<file path="src/rtl/bcd_down_timer.sv">
// Multi-digit BCD down-counter with run/pause/done control, optional
// wrap-around at zero and a registered one-cycle expiry pulse.
module bcd_down_timer #(
  parameter int DIGITS    = 3,
  parameter int MAX_DIGIT = 9,
  parameter bit WRAP      = 1'b0
) (
  input  logic                clk,
  input  logic                resetN,
  input  logic                loadN,
  input  logic                start,
  input  logic                pause,
  input  logic                tick,
  input  logic [4*DIGITS-1:0] preset,
  output logic [4*DIGITS-1:0] count,
  output logic                tc,
  output logic                expired,
  output logic                running
);

  typedef enum logic [1:0] {
    IDLE   = 2'd0,
    RUN    = 2'd1,
    PAUSED = 2'd2,
    DONE   = 2'd3
  } state_t;

  localparam logic [3:0] MAXD = 4'(MAX_DIGIT);

  state_t              state_q, state_d;
  logic [4*DIGITS-1:0] count_q, count_d;
  logic [4*DIGITS-1:0] dec_value;
  logic [4*DIGITS-1:0] load_value;
  logic                expired_q, expired_d;
  logic                running_q;
  logic                dec_zero;
  logic                borrow;

  // Borrow chain: digit i steps only while every lower digit is zero; a zero
  // digit that must borrow reloads to MAXD, so all-zero becomes all-MAXD.
  always_comb begin
    dec_value = '0;
    borrow    = 1'b1;
    for (int i = 0; i < DIGITS; i++) begin
      if (!borrow) begin
        dec_value[4*i +: 4] = count_q[4*i +: 4];
      end else if (count_q[4*i +: 4] == 4'd0) begin
        dec_value[4*i +: 4] = MAXD;
      end else begin
        dec_value[4*i +: 4] = count_q[4*i +: 4] - 4'd1;
        borrow              = 1'b0;
      end
    end
    dec_zero = (dec_value == '0);
  end

  // Clamp each preset digit so the counter never holds a digit above MAXD.
  always_comb begin
    load_value = '0;
    for (int i = 0; i < DIGITS; i++) begin
      if (preset[4*i +: 4] > MAXD) begin
        load_value[4*i +: 4] = MAXD;
      end else begin
        load_value[4*i +: 4] = preset[4*i +: 4];
      end
    end
  end

  // Next-state, next-count and expiry decision with load > pause > start > tick.
  always_comb begin
    state_d   = state_q;
    count_d   = count_q;
    expired_d = 1'b0;
    if (!loadN) begin
      count_d = load_value;
      state_d = IDLE;
    end else begin
      case (state_q)
        IDLE: begin
          if (!pause && start) begin
            if (tc && !WRAP) begin
              state_d   = DONE;
              expired_d = 1'b1;
            end else begin
              state_d = RUN;
            end
          end
        end
        RUN: begin
          if (pause) begin
            state_d = PAUSED;
          end else if (tick) begin
            count_d = dec_value;
            if (!tc && dec_zero) begin
              expired_d = 1'b1;
              if (!WRAP) begin
                state_d = DONE;
              end
            end
          end
        end
        PAUSED: begin
          if (!pause && start) begin
            state_d = RUN;
          end
        end
        DONE: begin
          state_d = DONE;
        end
        default: begin
          state_d = IDLE;
        end
      endcase
    end
  end

  // State, count and output registers; reset restores the all-MAXD count in IDLE.
  always_ff @(posedge clk or negedge resetN) begin
    if (!resetN) begin
      state_q   <= IDLE;
      count_q   <= {DIGITS{MAXD}};
      expired_q <= 1'b0;
      running_q <= 1'b0;
    end else begin
      state_q   <= state_d;
      count_q   <= count_d;
      expired_q <= expired_d;
      running_q <= (state_d == RUN);
    end
  end

  assign count   = count_q;
  assign tc      = (count_q == '0);
  assign expired = expired_q;
  assign running = running_q;

endmodule
</file>
<file path="config.mk">
export PLATFORM = sky130hd
export DESIGN_NAME = bcd_down_timer
export DESIGN_NICKNAME = d
export VERILOG_FILES = /design/src/rtl/bcd_down_timer.sv
export SDC_FILE = /design/constraint.sdc
export NUM_CORES = 1
export LEC_CHECK = 0
export ABC_AREA = 1
export ABC_CLOCK_PERIOD_IN_PS = 1720
export CAP_MARGIN = 20
export CORE_ASPECT_RATIO = 2
export CORE_MARGIN = 2
export CORE_UTILIZATION = 42
export DETAILED_ROUTE_END_ITERATION = 12
export PLACE_DENSITY = 0.76
export SLEW_MARGIN = 5
export SYNTH_ARGS = -nofsm -noshare
export SYNTH_HDL_FRONTEND = slang
export SYNTH_SLANG_ARGS = --single-unit
</file>
<file path="constraint.sdc">
create_clock -name clk -period 1.72 [get_ports clk]
set_clock_uncertainty 0.2 [all_clocks]
set_input_delay 0.516 -clock clk [delete_from_list [all_inputs] [get_ports clk]]
set_output_delay 0.516 -clock clk [all_outputs]
set_load 0.05 [all_outputs]
</file>
==> results.json <==
{
  "status": "finished, violations left",
  "violations": "setup timing",
  "yosysTopAreaCellShare": 0.221,
  "avgSynthCellArea_um2": 7.34,
  "power_density_nw_per_um2": 707,
  "crit_type": "register to output port",
  "drt_iter0_markers": 73,
  "synth_seq_cells": 16,
  "r2r_cells": 11,
  "grt_start_max_net_pins": 17,
  "fin_nets": 254,
  "synthArstFlopShare": 1.00,
  "dieHeight_um": 77.4,
  "syn_area_um2": 1130,
  "port_buffers": 32,
  "yosysMostFrequentCell": "nand2_1",
  "timing.final.crit_share": 1.21,
  "cp.required_ns": 1.00,
  "wirelength_um": 4510,
  "yosys-top-cells-count": "37 x nand2_1, 23 x inv_1, 17 x nor2_1, 10 x dfrtp_1, 10 x o21ai_0",
  "firstDrtPassIters": 5,
  "gp_congestion": 0.878,
  "synth_nets": 172,
  "start_util": 0.440,
  "clock-sinks": 16,
  "ys_seq_area_frac": 0.361,
  "diodes": 0,
  "sw_frac_of_total": 0.381,
  "maxCapViolCount": 0,
  "cts_buffers": 3,
  "critical_path.max_fanout": 2,
  "clk_path_buf_depth": 2,
  "p_comb_frac": 0.497,
  "p_total_mw": 1.55,
  "finalMaxSlewViolations": 0,
  "cts_root_buf": "clkbuf_8",
  "p_switching_mw": 0.591,
  "startpoint_type": "register",
  "antenna_left": 0,
  "rsz0062_at_grt": "true",
  "insertion_delay_ns": 0.26,
  "finalHoldViolations": 0,
  "design_area_um2": 2190,
  "arrival_ns": 1.37,
  "yosysTopAreaCell": "dfrtp_1",
  "vias_per_cell": 5.58,
  "ios": 33,
  "cts_tree": "built",
  "routedWlPerCell_um": 17.1,
  "setup_viol": 13,
  "die-width_um": 40.7,
  "period_needed_ns": 2.09,
  "pwr-share-clk": 0.201,
  "r2r_slack_ns": -0.23,
  "max_slew.worst_pin.slew_ns": 0.311,
  "fillers": 140,
  "ir_drop_v": 0.000588,
  "hp-class": "input pin to async pin",
  "synthToLayoutAreaGrowth_pct": 94.2,
  "power_leakage_nw": 1.08,
  "dieArea_um2": 3150,
  "crit_start": "count[1]",
  "overflow": 0,
  "grt_pass1_wl_um": 6310,
  "vias": 1467,
  "p_seq_frac": 0.302,
  "dpl_cell_area_um2": 1890,
  "worstReg2RegStart": "count[3]",
  "synth_edf_count": 0,
  "reg2reg_to": "expired",
  "drive_above_1_share": 0.515,
  "antenna_found_initial": 0,
  "yosysWarnings": 0,
  "relSlewSlack": 0.790,
  "fin_ws_ns": -0.368,
  "hold_ws_ns": 0.369,
  "end_kind": "output port",
  "h-tree-depth": 1,
  "synth.distinct_cells": 30,
  "track_usage": 0.282,
  "synth_ff_type": "dfrtp_1",
  "num_rows": 26,
  "cts.clk_slew.worst_paths_ns": 0.07,
  "core_um2": 2570,
  "max_freq_mhz": 479,
  "p_int_mw": 0.960,
  "crit_end": "tc",
  "dp_hpwl_um": 2780,
  "yosys-top-cells-area": "dfrtp_1 22%, dfstp_2 14%, nand2_1 12%",
  "drc_errors": 0,
  "grt_pass1_vias": 1467,
  "netlist_instances": 154
}
[worst min-delay path by stage]
stage,start,to,slack (ns),cells past startpoint
after floorplan,resetN,count[10],0.02,0
after global placement,state_q[1],state_q[0],0.38,2
after detailed placement,state_q[1],state_q[0],0.41,2
after CTS,resetN,state_q[0],0.38,2
after global routing,resetN,count[10],0.40,2
final,resetN,count[1],0.37,2
[layer usage]
layer / vias up / share of wire / global-route usage
met5: - / 0 / 0
met4: 0 / 0.040 / 0.127
met3: 20 / 0.047 / 0.0343
met2: 69 / 0.58 / 0.513
met1: 710 / 0.33 / 0.283
li1: 668 / - / -
[power by group through the flow]
stage / Sequential [mW] / Clock (mW) / Combinational, mW
after floorplan: 0.592 / 0 / 0.173
after global placement: 0.468 / 0 / 0.622
after detailed placement: 0.472 / 0 / 0.638
after CTS: 0.468 / 0.304 / 0.686
after global routing: 0.470 / 0.322 / 0.809
final: 0.469 / 0.311 / 0.771
[cells in the final DEF (no fill, tap or decap), types with 2 or more instances in the layout]
cell and n:
buf_4 37, nand2_1 29, inv_1 18, buf_12 15
clkdlybuf4s50_1 14, nor2_1 11, buf_6 11, nor2_4 9
nand2_2 7, nand2_4 6, nand3_1 6, dfstp_2 6
dfrtp_1 6, o21ai_0 5, o21ai_1 5, nand3_2 4
nor2_2 4, inv_2 4, dfrtp_2 4, a21oi_2 3
o211ai_1 3, a31oi_1 3, clkbuf_8 3, nand4_1 2
o21a_1 2, o221ai_1 2, nor3_2 2, dlygate4sd2_1 2
[registers in the layout, summed over array words and instances, names as in the netlist]
| name | cells |
|---|---|
| expired | 1 |
| running | 1 |
| state_q | 2 |
| count | 12 |
[final cells by class]
cell class              count  area (µm²)  area share
repair buffers             80         872       0.397
flip-flops and latches     16         413       0.188
clock buffers               4        45.0      0.0205
well taps                  28        35.0      0.0160
multi-input cells         112         741       0.338
inverters                  23        88.8      0.0405
[timing repair]
item | CTS | global route
buffers inserted | 8 | 8
gates resized for setup | 24 | 30
pin swaps | 11 | 15
hold buffers | 0 | 0
setup endpoints to repair | 21 | 23
hold endpoints to repair | 0 | 0
[critical path, stage by stage (launching register included)]
cell and delay (ns):
dfrtp_2 0.43, nor2_4 0.14, nand2_4 0.09, nor2_8 0.10
nand3_4 0.08, nor2_4 0.12, buf_12 0.14
[cells by family after synthesis]
logic type             count (synthesis)  share of synthesized area
AOI/OAI and AO/OA                     27                      0.155
and+or+nand+nor                       85                      0.396
DFF                                   16                      0.361
buffers and inverters                 26                     0.0875
[through the flow]
stage | std cells | setup TNS [ns] | worst slack (ns) | utilization
finish | 263 | -1.78 | -0.368 | 0.854
global route | 263 | -2.50 | -0.400 | 0.854
CTS | 257 | -1.20 | -0.359 | 0.803
detailed placement | 245 | -4.82 | -0.451 | 0.737
global placement | 245 | -4.09 | -0.324 | 0.737
floorplan | 154 | -1.23 | -0.362 | -
Note: power is estimated with default switching activity, not from simulation.
